==> src/rtl/spi_cmd_ctrl_pkg.sv <==
// ---------------------------------------------------------------------------
// spi_cmd_pkg
// Shared types and constants for the SPI command sequencer.
//   state_e     : sequencer FSM states (also exported for debug)
//   CMD_RD_BIT  : bit of the command byte that selects read (1) / write (0)
//   DUMMY_DEF   : default byte shifted out on MISO during write frames
//   ADDR_W_DEF  : default register address width
// ---------------------------------------------------------------------------
package spi_cmd_pkg;

  typedef enum logic [2:0] {
    ST_IDLE   = 3'd0,
    ST_CMD    = 3'd1,
    ST_WR     = 3'd2,
    ST_RD_REQ = 3'd3,
    ST_RD_CAP = 3'd4,
    ST_RD     = 3'd5
  } state_e;

  localparam int         CMD_RD_BIT = 7;
  localparam logic [7:0] DUMMY_DEF  = 8'h00;
  localparam int         ADDR_W_DEF = 7;

endpackage

==> src/rtl/spi_cmd_ctrl_if.sv <==
// ---------------------------------------------------------------------------
// spi_cmd_ctrl_if
// Bundles the byte-engine side and register-file side of the sequencer.
//   Byte engine -> ctrl : frame_start, frame_end, rx_valid, rx_data, status
//   ctrl -> byte engine : tx_data, tx_load
//   ctrl -> reg file    : reg_addr, reg_wdata, reg_we, reg_re
//   reg file -> ctrl    : reg_rdata
//   ctrl status         : busy, overrun
// Modports: slave = the sequencer, master = its environment.
// ---------------------------------------------------------------------------
interface spi_cmd_ctrl_if
  import spi_cmd_pkg::*;
#(
  parameter int ADDR_W = ADDR_W_DEF
) ();

  logic              frame_start;
  logic              frame_end;
  logic              rx_valid;
  logic [7:0]        rx_data;
  logic [7:0]        status;
  logic [7:0]        tx_data;
  logic              tx_load;
  logic [ADDR_W-1:0] reg_addr;
  logic [7:0]        reg_wdata;
  logic              reg_we;
  logic              reg_re;
  logic [7:0]        reg_rdata;
  logic              busy;
  logic              overrun;

  modport slave (
    input  frame_start, frame_end, rx_valid, rx_data, status, reg_rdata,
    output tx_data, tx_load, reg_addr, reg_wdata, reg_we, reg_re, busy, overrun
  );

  modport master (
    output frame_start, frame_end, rx_valid, rx_data, status, reg_rdata,
    input  tx_data, tx_load, reg_addr, reg_wdata, reg_we, reg_re, busy, overrun
  );

endinterface

==> src/rtl/spi_cmd_ctrl.sv <==
// ---------------------------------------------------------------------------
// spi_cmd_ctrl
// Command sequencer behind the SPI slave byte engine. The first byte of each
// SSEL frame is a command (bit7 = read, low bits = start address); later
// bytes become register writes, or dummy bytes that trigger read prefetches,
// with address auto-increment (wrapping modulo 2^ADDR_W).
// Ports:
//   clk, rst : single clock, asynchronous active-high reset
//   bus      : spi_cmd_ctrl_if.slave (byte engine + register file signals)
//   state_o  : current FSM state, for debug/observation
//
// Handshake: there is no backpressure anywhere. frame_start, frame_end,
// rx_valid, tx_load, reg_we and reg_re are single-cycle pulses; a pulse is
// consumed on the clock edge that samples it. rx_data is meaningful only
// while rx_valid is high, reg_rdata only in the cycle after reg_re.
// Input priority: rst > frame_start > frame_end > rx_valid.
// ---------------------------------------------------------------------------
module spi_cmd_ctrl
  import spi_cmd_pkg::*;
#(
  parameter int         ADDR_W = ADDR_W_DEF,
  parameter logic [7:0] DUMMY  = DUMMY_DEF
) (
  input  logic            clk,
  input  logic            rst,
  spi_cmd_ctrl_if.slave   bus,
  output state_e          state_o
);

  state_e            state_q, state_d;
  logic [ADDR_W-1:0] addr_q, addr_d;
  logic [ADDR_W-1:0] reg_addr_q, reg_addr_d;
  logic [7:0]        reg_wdata_q, reg_wdata_d;
  logic              reg_we_q, reg_we_d;
  logic [7:0]        tx_data_q, tx_data_d;
  logic              tx_load_q, tx_load_d;
  logic              overrun_q, overrun_d;
  logic              rd_load;

  // reg_rdata only becomes valid in RD_CAP, so the read byte is presented to
  // the byte engine combinationally in that cycle (tx_load exactly 2 clk
  // after rx_valid) and latched into tx_data_q for the following cycles.
  // A frame boundary in RD_CAP aborts the load.
  assign rd_load = (state_q == ST_RD_CAP) && !bus.frame_start && !bus.frame_end;

  // State register and datapath registers
  always_ff @(posedge clk or posedge rst) begin
    if (rst) begin
      state_q     <= ST_IDLE;
      addr_q      <= '0;
      reg_addr_q  <= '0;
      reg_wdata_q <= 8'h00;
      reg_we_q    <= 1'b0;
      tx_data_q   <= 8'h00;
      tx_load_q   <= 1'b0;
      overrun_q   <= 1'b0;
    end else begin
      state_q     <= state_d;
      addr_q      <= addr_d;
      reg_addr_q  <= reg_addr_d;
      reg_wdata_q <= reg_wdata_d;
      reg_we_q    <= reg_we_d;
      tx_data_q   <= tx_data_d;
      tx_load_q   <= tx_load_d;
      overrun_q   <= overrun_d;
    end
  end

  // Next-state logic
  always_comb begin
    state_d = state_q;
    if (bus.frame_start) begin
      state_d = ST_CMD;
    end else if (bus.frame_end) begin
      state_d = ST_IDLE;
    end else begin
      unique case (state_q)
        ST_IDLE:   state_d = ST_IDLE;
        ST_CMD:    if (bus.rx_valid)
                     state_d = bus.rx_data[CMD_RD_BIT] ? ST_RD_REQ : ST_WR;
        ST_WR:     state_d = ST_WR;
        ST_RD_REQ: state_d = ST_RD_CAP;
        ST_RD_CAP: state_d = ST_RD;
        ST_RD:     if (bus.rx_valid) state_d = ST_RD_REQ;
        default:   state_d = ST_IDLE;
      endcase
    end
  end

  // Output / datapath next values
  always_comb begin
    addr_d      = addr_q;
    reg_addr_d  = reg_addr_q;
    reg_wdata_d = reg_wdata_q;
    reg_we_d    = 1'b0;
    tx_data_d   = tx_data_q;
    tx_load_d   = 1'b0;
    overrun_d   = overrun_q;
    if (bus.frame_start) begin
      tx_data_d = bus.status;
      tx_load_d = 1'b1;
      overrun_d = 1'b0;
    end else begin
      // A byte arriving mid-fetch is dropped and flagged.
      if (bus.rx_valid && (state_q == ST_RD_REQ || state_q == ST_RD_CAP))
        overrun_d = 1'b1;
      unique case (state_q)
        ST_CMD: begin
          if (bus.rx_valid) begin
            addr_d = bus.rx_data[ADDR_W-1:0];
            if (bus.rx_data[CMD_RD_BIT]) begin
              reg_addr_d = bus.rx_data[ADDR_W-1:0];
            end else if (!bus.frame_end) begin
              tx_data_d = DUMMY;
              tx_load_d = 1'b1;
            end
          end
        end
        ST_WR: begin
          // The write commits even when frame_end coincides with the byte;
          // only the MISO reload is suppressed since the frame is over.
          if (bus.rx_valid) begin
            reg_we_d    = 1'b1;
            reg_addr_d  = addr_q;
            reg_wdata_d = bus.rx_data;
            addr_d      = addr_q + ADDR_W'(1);
            if (!bus.frame_end) begin
              tx_data_d = DUMMY;
              tx_load_d = 1'b1;
            end
          end
        end
        ST_RD_CAP: begin
          if (!bus.frame_end) begin
            tx_data_d = bus.reg_rdata;
            addr_d    = addr_q + ADDR_W'(1);
          end
        end
        ST_RD: begin
          if (bus.rx_valid && !bus.frame_end) reg_addr_d = addr_q;
        end
        default: ;
      endcase
    end
  end

  assign bus.tx_data   = rd_load ? bus.reg_rdata : tx_data_q;
  assign bus.tx_load   = tx_load_q | rd_load;
  assign bus.reg_addr  = reg_addr_q;
  assign bus.reg_wdata = reg_wdata_q;
  assign bus.reg_we    = reg_we_q;
  assign bus.reg_re    = (state_q == ST_RD_REQ);
  assign bus.busy      = (state_q != ST_IDLE);
  assign bus.overrun   = overrun_q;
  assign state_o       = state_q;

endmodule

==> src/flat_wrapper.sv <==
// flat-port wrapper written by rule: the top's interface ports become plain ports
module spi_cmd_ctrl_flat import spi_cmd_pkg::*;
#(
  parameter int         ADDR_W = ADDR_W_DEF,
  parameter logic [7:0] DUMMY  = DUMMY_DEF
)
  (clk, rst, state_o, bus_frame_start, bus_frame_end, bus_rx_valid, bus_rx_data, bus_status, bus_reg_rdata, bus_tx_data, bus_tx_load, bus_reg_addr, bus_reg_wdata, bus_reg_we, bus_reg_re, bus_busy, bus_overrun);
  spi_cmd_ctrl_if #(.ADDR_W(ADDR_W)) bus_i ();
  input  logic clk;
  input  logic rst;
  output state_e state_o;
  input wire logic [$bits(bus_i.frame_start)-1:0] bus_frame_start;
  input wire logic [$bits(bus_i.frame_end)-1:0] bus_frame_end;
  input wire logic [$bits(bus_i.rx_valid)-1:0] bus_rx_valid;
  input wire logic [$bits(bus_i.rx_data)-1:0] bus_rx_data;
  input wire logic [$bits(bus_i.status)-1:0] bus_status;
  input wire logic [$bits(bus_i.reg_rdata)-1:0] bus_reg_rdata;
  output wire logic [$bits(bus_i.tx_data)-1:0] bus_tx_data;
  output wire logic [$bits(bus_i.tx_load)-1:0] bus_tx_load;
  output wire logic [$bits(bus_i.reg_addr)-1:0] bus_reg_addr;
  output wire logic [$bits(bus_i.reg_wdata)-1:0] bus_reg_wdata;
  output wire logic [$bits(bus_i.reg_we)-1:0] bus_reg_we;
  output wire logic [$bits(bus_i.reg_re)-1:0] bus_reg_re;
  output wire logic [$bits(bus_i.busy)-1:0] bus_busy;
  output wire logic [$bits(bus_i.overrun)-1:0] bus_overrun;
  assign bus_i.frame_start = bus_frame_start;
  assign bus_i.frame_end = bus_frame_end;
  assign bus_i.rx_valid = bus_rx_valid;
  assign bus_i.rx_data = bus_rx_data;
  assign bus_i.status = bus_status;
  assign bus_i.reg_rdata = bus_reg_rdata;
  assign bus_tx_data = bus_i.tx_data;
  assign bus_tx_load = bus_i.tx_load;
  assign bus_reg_addr = bus_i.reg_addr;
  assign bus_reg_wdata = bus_i.reg_wdata;
  assign bus_reg_we = bus_i.reg_we;
  assign bus_reg_re = bus_i.reg_re;
  assign bus_busy = bus_i.busy;
  assign bus_overrun = bus_i.overrun;
  spi_cmd_ctrl #(.ADDR_W(ADDR_W), .DUMMY(DUMMY)) u_core (.clk(clk), .rst(rst), .bus(bus_i), .state_o(state_o));
endmodule
==> config.mk <==
export PLATFORM = sky130hd
export DESIGN_NAME = spi_cmd_ctrl_flat
export DESIGN_NICKNAME = d
export VERILOG_FILES = /design/src/rtl/spi_cmd_ctrl_pkg.sv /design/src/rtl/spi_cmd_ctrl_if.sv /design/src/rtl/spi_cmd_ctrl.sv /design/src/flat_wrapper.sv
export SDC_FILE = /design/constraint.sdc
export NUM_CORES = 1
export LEC_CHECK = 0
export BUFFER_PORTS_ARGS = -buffer_cell sky130_fd_sc_hd__buf_2
export CAP_MARGIN = 10
export CORE_AREA = 2 2 67 75
export DETAILED_ROUTE_END_ITERATION = 7
export DIE_AREA = 0 0 69 77
export PLACE_DENSITY = 0.72
export REMOVE_ABC_BUFFERS = 1
export SLEW_MARGIN = 20
export SYNTH_ARGS = -nofsm -noshare
export SYNTH_HDL_FRONTEND = slang
export SYNTH_SLANG_ARGS = --single-unit
==> constraint.sdc <==
create_clock -name clk -period 1.5 [get_ports clk]
set_input_delay 0.225 -clock clk [delete_from_list [all_inputs] [get_ports clk]]
set_output_delay 0.225 -clock clk [all_outputs]
set_load 0.01 [all_outputs]
## Word level (Yosys, flattened, before mapping)

Cells that the tools add are included.

- Mux-type cells: 34
- Bitwise gates (word level): 2
- Eq/ne operators: 16
- Reduce and logical (&&, ||, !) cells: 17
- Add/subtract/negate cells: 1

Operator list:

| kind | number |
|---|---|
| 8-bit two-way mux | 7 |
| 7-bit two-way mux | 7 |
| 7-bit case mux with 3 select lines | 2 |
| 8-bit case mux with 3 select lines | 1 |
| 3-bit case mux with 5 select lines | 1 |
| 3-bit two-way mux | 4 |
| 3-bit inequality test (second input constant) | 4 |
| 1-bit two-way mux | 11 |
| 5-bit AND reduction | 2 |
| 3-bit nonzero test | 3 |
| 2-bit inequality test (second input constant) | 4 |
| 4-bit inequality test (second input constant) | 2 |
| 7-bit by 1-bit adder with 7-bit output (second input constant) | 1 |
| 3-bit by 2-bit == test with 1-bit output (second input constant) | 2 |
| 3-bit == test (second input constant) | 2 |
| 6-bit AND reduction | 1 |
| 1-bit logical AND | 4 |
| 4-bit nonzero test | 1 |
| 3-bit by 1-bit == test with 1-bit output (second input constant) | 1 |
| 3-bit AND reduction | 1 |
| 1-bit zero test | 2 |
| 2-bit by 1-bit inequality test with 1-bit output (second input constant) | 1 |
| 1-bit case mux with 2 select lines | 1 |
| 2-bit AND reduction | 1 |
| 4 further kinds | 4 |

- Word-level logic and storage cells: 78
- Input port bits: 29
- Bits in registers: 36

## Longest topological paths before layout

Gate-level depths: netlist of the first run.

- Depth in word-level cells: 5
- Depth in mapped cells: 6
- Mapped depth without buffers: 5

## Worst setup path after synthesis of the first run

OpenSTA, ideal clock, no wires.

- Kind: register to register
- Start: register u_core.state_q[1] (netlist: u_core.state_o[1])
- End: register u_core.reg_addr_q[0] (netlist: u_core.bus.reg_addr[0])
- Arrival: 1589 ps
- Period minus slack after synthesis: 1714 ps
- Setup slack: -214 ps
- Data required time: 1375 ps
- Stages on the path, launching flop included: 6
- Library setup time: 125 ps
- Path through: dfrtp_1 -> buf_4 -> nand2b_2 -> nor2_2 -> o311ai_4 -> mux2_4

- Cells in the longest elaborated chain, start to end: 3
- Elaborated cells between the ends (all ways): 10
- Those cells by class: eq/ne (7); mux (1); reduce/logical (2)

RTL lines:

| element | RTL line | source |
|---|---|---|
| start, declared | spi_cmd_ctrl.sv:30 | `state_e state_q, state_d;` |
| start signal, assigned | spi_cmd_ctrl.sv:58 | `state_q <= state_d;` |
| 3-bit == test, or another cell as far along | spi_cmd_ctrl.sv:107 | `unique case (state_q)` |
| 2-bit by 1-bit inequality test with 1-bit output (no line), or another cell as far along | - |  |
| 6-bit AND reduction (no line) | - |  |
| end signal, assigned | spi_cmd_ctrl.sv:60 | `reg_addr_q <= reg_addr_d;` |
| end, declared | spi_cmd_ctrl.sv:32 | `logic [ADDR_W-1:0] reg_addr_q, reg_addr_d;` |

Parallel ways exist; a longest one is shown, timed or not.
A chain may end at the register's enable or synchronous reset.

## Final worst setup path of the first run

- Start: register u_core.state_q[0] (netlist: u_core.state_o[0])
- End: output bus_tx_data[6]

- Cells in the longest elaborated chain, start to end: 4

RTL lines:

| element | RTL line | source |
|---|---|---|
| 3-bit == test | spi_cmd_ctrl.sv:44 | `assign rd_load = (state_q == ST_RD_CAP) && !bus.frame_start && !bus.frame_end;` |
| 1-bit logical AND (2 in series) | spi_cmd_ctrl.sv:44 |  |
| 8-bit two-way mux | spi_cmd_ctrl.sv:147 | `assign bus.tx_data = rd_load ? bus.reg_rdata : tx_data_q;` |
| end, declared | flat_wrapper.sv:18 | `output wire logic [$bits(bus_i.tx_data)-1:0] bus_tx_data;` |

No other way between the ends.

==> flow_metrics.py, run 1 <==
metrics = {
    "global_route": {
        "met3_usage_pct": 5.12,
        "use_met2_pct": 35.1,
        "grt_pass1_vias": 1898,
        "grt_util_all_layers_pct": 21.3,
        "grt-busiest-layer": "met2",
        "gr-total-overflow": 0,
        "grt_pass1_wl_mm": 9.15,
        "grt_max_degree": 37,
        "grt_antenna_before_repair": 0,
        "grt_use_met1_pct": 28.2,
    },
    "pwr": {
        "power_leakage_nw": 1.52,
        "ir_worst_vdd_v": 0.000717,
        "power.total_mw": 2.89,
        "p_per_area_nw_per_um2": 909,
    },
    "cells_and_area": {
        "stdcell_count": 354,
        "num_antenna_cells": 0,
        "areaGrowthSynthToFinish_pct": 57.4,
        "nNetsFinal": 327,
        "drive_gt1_share_pct": 61.4,
    },
    "synthesis": {
        "synth_top_family_by_area": "compound AO/OA/AOI/OAI gates",
        "synth_edf_count": 0,
        "async_flop_share_pct": 100,
        "yosys.area_share.simple_pct": 14.0,
        "synth_compound_area_share_pct": 17.3,
        "yosysSeqAreaShare_pct": 44.6,
        "synth_area_um2": 2020,
        "avgSynthCellArea_um2": 10.6,
        "synth_ff_type": "dfrtp_1",
        "synth_area_leaders": "dfrtp_1, mux2_2, mux2_4",
        "yosys.area_share.adder_pct": 0.619,
        "synth_cell_types": 46,
        "synth_xor_area_share_pct": 0.433,
        "yosysMostFrequentCell": "dfrtp_1",
        "synth_mux_area_share_pct": 16.6,
        "yosys.area.top_type_share_pct": 44.6,
        "synth_common_cells": "dfrtp_1, inv_1, mux2_2",
        "synth-seq-cells": 36,
        "yosysTopAreaCell": "dfrtp_1",
        "syn_inst": 191,
        "synth_warnings": 0,
    },
    "critical_path": {
        "rr_startpoint": "u_core.state_o[1]",
        "cp.required_ps": 1270,
        "rr_endpoint": "u_core.bus.reg_addr[4]",
        "endpoint": "bus_tx_data[6]",
        "ff2ff_path_depth": 8,
        "startpoint_type": "flip-flop",
        "end_kind": "output pin",
        "worstSetupPathType": "flip-flop to output pin",
        "cp-startpoint": "u_core.state_o[0]",
        "cp_max_fo": 6,
        "arrival_ps": 1690,
        "rrSetupSlack_ps": -390,
    },
    "cts": {
        "root_buffer": "clkbuf_8",
        "clk_pin_slew_ps": 90,
        "clock_sinks": 36,
        "cts_tree": "yes",
        "cts_buffer_depth": 2,
        "cts_buffers": 5,
        "hold_buffers": 0,
        "cts_htree_levels": 2,
        "clock_latency_ps": 300,
    },
    "die": {
        "io_pins": 60,
        "row_count": 26,
        "die_y_um": 77,
        "die-width_um": 69,
        "initial_core_util_pct": 44.4,
        "core_area_um2": 4550,
        "die_area_um2": 5310,
    },
    "route": {
        "vias": 1896,
        "firstDrtPassIters": 4,
        "via_per_inst": 5.36,
        "wl_mm": 5.76,
        "ant_nets": 0,
        "wl_per_cell_um": 16.3,
        "drcViolationCount": 0,
        "drt-initial-drc-count": 74,
    },
    "timing": {
        "worstMarginPinSlew_ps": 490,
        "setup_violations": 43,
        "fin_hold_ws_ps": 20.9,
        "final-hold-violation-count": 0,
        "layout_worst_path_cycle_share_pct": 128,
        "slew_viol_final": 0,
        "slew_headroom_pct": 67.3,
        "timing.final.ws_setup_ps": -417,
        "rsz0062_at_grt": "yes",
        "period_needed_ps": 1920,
        "skew_ps": 13.1,
        "max_freq_mhz": 522,
    },
    "placement": {
        "io_buffers": 59,
        "dp_hpwl_mm": 3.48,
        "place_congestion": 0.778,
        "place_inst": 324,
    },
    "flow_run": {
        "drv_cap": 0,
    },
    "worst_hold_path": {
        "hold_class": "input port to asynchronous set/reset pin",
    },
    "outcome": {
        "violations": "setup timing",
        "status": "finished, violations left",
    },
}
-- timing repair --
action | 4_1_cts | 5_1_grt
buffers inserted | 12 | 7
setup endpoints to repair | 41 | 43
gates cloned | 1 | 2
pin swaps | 12 | 6
gates resized for setup | 58 | 23
-- worst max-delay path, stage by stage (launching register included) --
cell and delay (ps):
dfrtp_1 420, buf_6 140, nor3b_4 200, and2_4 230
buf_12 130, nand2_2 60, o21ai_1 70, buf_2 140
-- logic make-up (layout without fill, tap and decap cells) --
| logic type | Yosys count | after routing |
|---|---|---|
| mux | 28 | 28 |
| flops | 36 | 36 |
| fa+ha+maj | 1 | 1 |
| buf+inv | 29 | 135 |
| simple gates | 47 | 47 |
| xor+xnor | 1 | 1 |
| compound gates | 49 | 50 |
-- layout by cell type, fill, tap and decap left out, types with 6 or more instances in the layout --
| cell type | instances |
|---|---|
| nand2_1 | 8 |
| inv_1 | 18 |
| dfrtp_1 | 35 |
| o21ai_1 | 9 |
| buf_2 | 57 |
| buf_4 | 28 |
| mux2_4 | 23 |
| a222oi_1 | 6 |
| o21ai_2 | 8 |
| buf_6 | 19 |
| a21oi_1 | 8 |
-- how the worst min path moves through the flow --
stage	startpoint	to	slack [ps]	depth (start not counted)
floorplan	bus_frame_start	u_core.bus.overrun	290	1
detailed placement	rst	u_core.bus.reg_wdata[1]	350	3
finish	rst	u_core.bus.reg_we	20	3
global route	rst	u_core.bus.reg_wdata[0]	50	3
global placement	rst	u_core.bus.reg_wdata[0]	350	3
CTS	rst	u_core.bus.reg_we	30	3
-- routing by layer --
metal / vias to the layer above / share of wire, %
li1: 905 / -
met1: 916 / 42
met2: 65 / 51
met3: 10 / 4.9
met4: 0 / 2.1
met5: - / 0
-- through the flow --
step / area [um2] / util [%] / TNS (ps) / setup slack (ps)
final: 3180 / 69.8 / -12550 / -417
after global routing: 3180 / 69.8 / -15200 / -516
after CTS: 3020 / 66.3 / -9270 / -398
after detailed placement: 2560 / 56.3 / -5280 / -257
after global placement: 2560 / 56.3 / -4290 / -207
after floorplan: 1960 / - / -8370 / -381
-- final cells by class --
cell class / instances / area [um2]
Clock inverter: 3 / 23.8
Clock buffer: 5 / 68.8
Fill cell: 333 / 1370
Sequential cell: 36 / 902
Tap cell: 56 / 70.1
Inverter: 18 / 67.6
Timing Repair Buffer: 109 / 820
Multi-Input combinational cell: 127 / 1230
-- registers in the layout, indices dropped and copies added (netlist names) --
signal,count
u_core.addr_q,7
u_core.bus.overrun,1
u_core.bus.reg_addr,7
u_core.bus.reg_wdata,8
u_core.bus.reg_we,1
u_core.state_o,3
u_core.tx_data_q,8
u_core.tx_load_q,1
-- where the power goes --
group          switching [mW]  leakage [nW]  internal (mW)
clock                   0.392        0.0404          0.329
sequential              0.113         0.438           1.14
combinational           0.408          1.04          0.507
total                   0.913          1.52           1.98
No activity file was read; power rests on OpenSTA's default activity.
==> run 2: changes to the inputs <==
--- a/config.mk
+++ b/config.mk
@@ -5,7 +5,7 @@
 export SDC_FILE = /design/constraint.sdc
 export NUM_CORES = 1
 export LEC_CHECK = 0
-export BUFFER_PORTS_ARGS = -buffer_cell sky130_fd_sc_hd__buf_2
+export BUFFER_PORTS_ARGS = -buffer_cell sky130_fd_sc_hd__buf_4
 export CAP_MARGIN = 10
 export CORE_AREA = 2 2 67 75
 export DETAILED_ROUTE_END_ITERATION = 7
==> run 2 against run 1 <==
The flow still finishes with violations (setup timing). Cell count is 2.5% lower. Via count fell by 2.6%. Worst setup slack gained 40 ps. Fmax up 2.1%. Clock-buffer cell count is 1 higher. Clock skew shrank 8.3 ps. Power up 4.9%. First-iteration DRC count increased by 26%. Wire length shrank 6.3%. Worst hold slack gained 21 ps. Final area down 0.71%. Utilization is 0.49 points lower.
==> flow_metrics.py, run 2 (same netlist as run 1, synthesis figures left out) <==
metrics = {
    "route": {
        "drt-initial-drc-count": 93,
        "wl_per_cell_um": 15.6,
        "wl_mm": 5.40,
        "drcViolationCount": 0,
        "via_per_inst": 5.35,
        "vias": 1846,
        "firstDrtPassIters": 4,
        "ant_nets": 0,
    },
    "critical_path": {
        "end_kind": "output pin",
        "cp_max_fo": 6,
        "arrival_ps": 1650,
        "ff2ff_path_depth": 7,
        "cp-startpoint": "u_core.state_o[2]",
        "rr_endpoint": "u_core.addr_q[6]",
        "endpoint": "bus_tx_load",
        "rr_startpoint": "u_core.state_o[2]",
        "rrSetupSlack_ps": -320,
        "startpoint_type": "flip-flop",
        "worstSetupPathType": "flip-flop to output pin",
        "cp.required_ps": 1270,
    },
    "global_route": {
        "grt_antenna_before_repair": 0,
        "grt_pass1_wl_mm": 8.89,
        "grt_util_all_layers_pct": 20.3,
        "grt_max_degree": 37,
        "grt_pass1_vias": 1900,
        "gr-total-overflow": 0,
    },
    "pwr": {
        "p_clk_share_pct": 28.0,
        "p_per_area_nw_per_um2": 960,
        "p_sw_uw": 858,
        "seqPwrFrac_pct": 41.9,
        "power_leakage_nw": 1.49,
        "internal_power_mw": 2.17,
        "ir_worst_vdd_v": 0.000548,
        "power_frac_comb_pct": 30.1,
        "netSwitchingFraction_pct": 28.3,
    },
    "cts": {
        "cts_buffer_depth": 2,
        "clock_sinks": 36,
        "cts_tree": "yes",
        "clock_latency_ps": 290,
        "root_buffer": "clkbuf_8",
        "hold_buffers": 0,
        "cts_htree_levels": 2,
        "clk_pin_slew_ps": 70,
        "cts_buffers": 5,
    },
    "outcome": {
        "violations": "setup timing",
        "status": "finished, violations left",
    },
    "timing": {
        "final-hold-violation-count": 0,
        "fin_hold_ws_ps": 42.1,
        "layout_worst_path_cycle_share_pct": 125,
        "skew_ps": 4.71,
        "period_needed_ps": 1880,
        "max_freq_mhz": 533,
        "timing.final.ws_setup_ps": -376,
        "worstMarginPinSlew_ps": 578,
        "slew_viol_final": 0,
        "rsz0062_at_grt": "yes",
        "slew_headroom_pct": 61.4,
        "setup_violations": 41,
    },
    "flow_run": {
        "drv_cap": 0,
    },
    "placement": {
        "place_congestion": 0.797,
        "place_inst": 324,
        "dp_hpwl_mm": 3.58,
        "io_buffers": 59,
    },
    "cells_and_area": {
        "drive_gt1_share_pct": 60.2,
        "layout_commonest_cell": "buf_4",
        "final_cell_mix": "buf_4, dfrtp_1, inv_1, mux2_4, o21ai_2",
        "stdcell_count": 345,
        "areaGrowthSynthToFinish_pct": 56.3,
        "nNetsFinal": 318,
        "fillers": 349,
        "num_antenna_cells": 0,
    },
    "die": {
        "die_y_um": 77,
        "initial_core_util_pct": 44.4,
        "io_pins": 60,
        "die_area_um2": 5310,
        "core_area_um2": 4550,
        "row_count": 26,
        "die-width_um": 69,
    },
    "worst_hold_path": {
        "hold_class": "input port to asynchronous set/reset pin",
    },
}
## run 2: cell count changes in the layout (fill, tap and decap cells not counted), sizes merged
cell,delta
buf,-8
a2bb2oi,-1
clkbuf,+1
bufinv,+1
clkinvlp,-2
## run 2: worst max-delay path: stages (launching register included)
cell	delay (ps)
dfrtp_2	450
nor3b_4	170
and2_4	170
clkbuf_16	160
or2_2	290
buf_6	130
## run 2: how the worst min path moves through the flow
| stage | depth (start not counted) | startpoint | slack [ps] | to |
|---|---|---|---|---|
| 2_1_floorplan | 1 | bus_frame_start | 290 | u_core.bus.overrun |
| 3_3_place_gp | 3 | rst | 370 | u_core.bus.reg_we |
| 3_5_place_dp | 3 | rst | 370 | u_core.bus.reg_we |
| 4_1_cts | 3 | rst | 60 | u_core.tx_data_q[4] |
| 5_1_grt | 3 | rst | 100 | u_core.bus.reg_wdata[0] |
| 6_report | 3 | rst | 40 | u_core.bus.reg_we |
## run 2: final cells by class
type / count / area [um2] / area share, %
Tap cell: 56 / 70.1 / 2.22
Multi-Input combinational cell: 126 / 1150 / 36.5
Clock inverter: 2 / 35.0 / 1.11
Timing Repair Buffer: 101 / 856 / 27.1
Sequential cell: 36 / 903 / 28.6
Inverter: 18 / 67.6 / 2.14
Clock buffer: 6 / 72.6 / 2.30
## run 2: layer usage
metal / wire length, um / track usage [%]
met2: 2840 / 35.3
met5: 0 / 0
met3: 268 / 4.47
met4: 61 / 6.08
met1: 2230 / 25.1
## run 2: timing repair
action / in CTS / in global routing
setup buffers: 7 / 5
cloned: 0 / 2
endpoints found under the hold margin: 0 / 0
endpoints found under the setup margin: 41 / 41
resized for setup: 34 / 28
pin swaps: 5 / 10
## run 2: power groups by stage
stage / registers, mW / clock network [mW] / logic, mW
after detailed placement: 1.28 / 0 / 0.825
after global routing: 1.30 / 0.916 / 0.988
final: 1.27 / 0.849 / 0.914
after CTS: 1.27 / 0.867 / 0.887
after global placement: 1.27 / 0 / 0.805
after floorplan: 1.31 / 0 / 0.371
## run 2: metrics by stage
step	setup TNS (ps)	area, um2	power (mW)	util (%)	setup slack [ps]
after global routing	-12330	3160	3.20	69.3	-440
after global placement	-5220	2710	2.08	59.6	-215
after CTS	-8720	3000	3.02	65.8	-350
after floorplan	-8370	1960	1.68	-	-381
final	-9780	3160	3.03	69.3	-376
after detailed placement	-6210	2710	2.11	59.6	-269
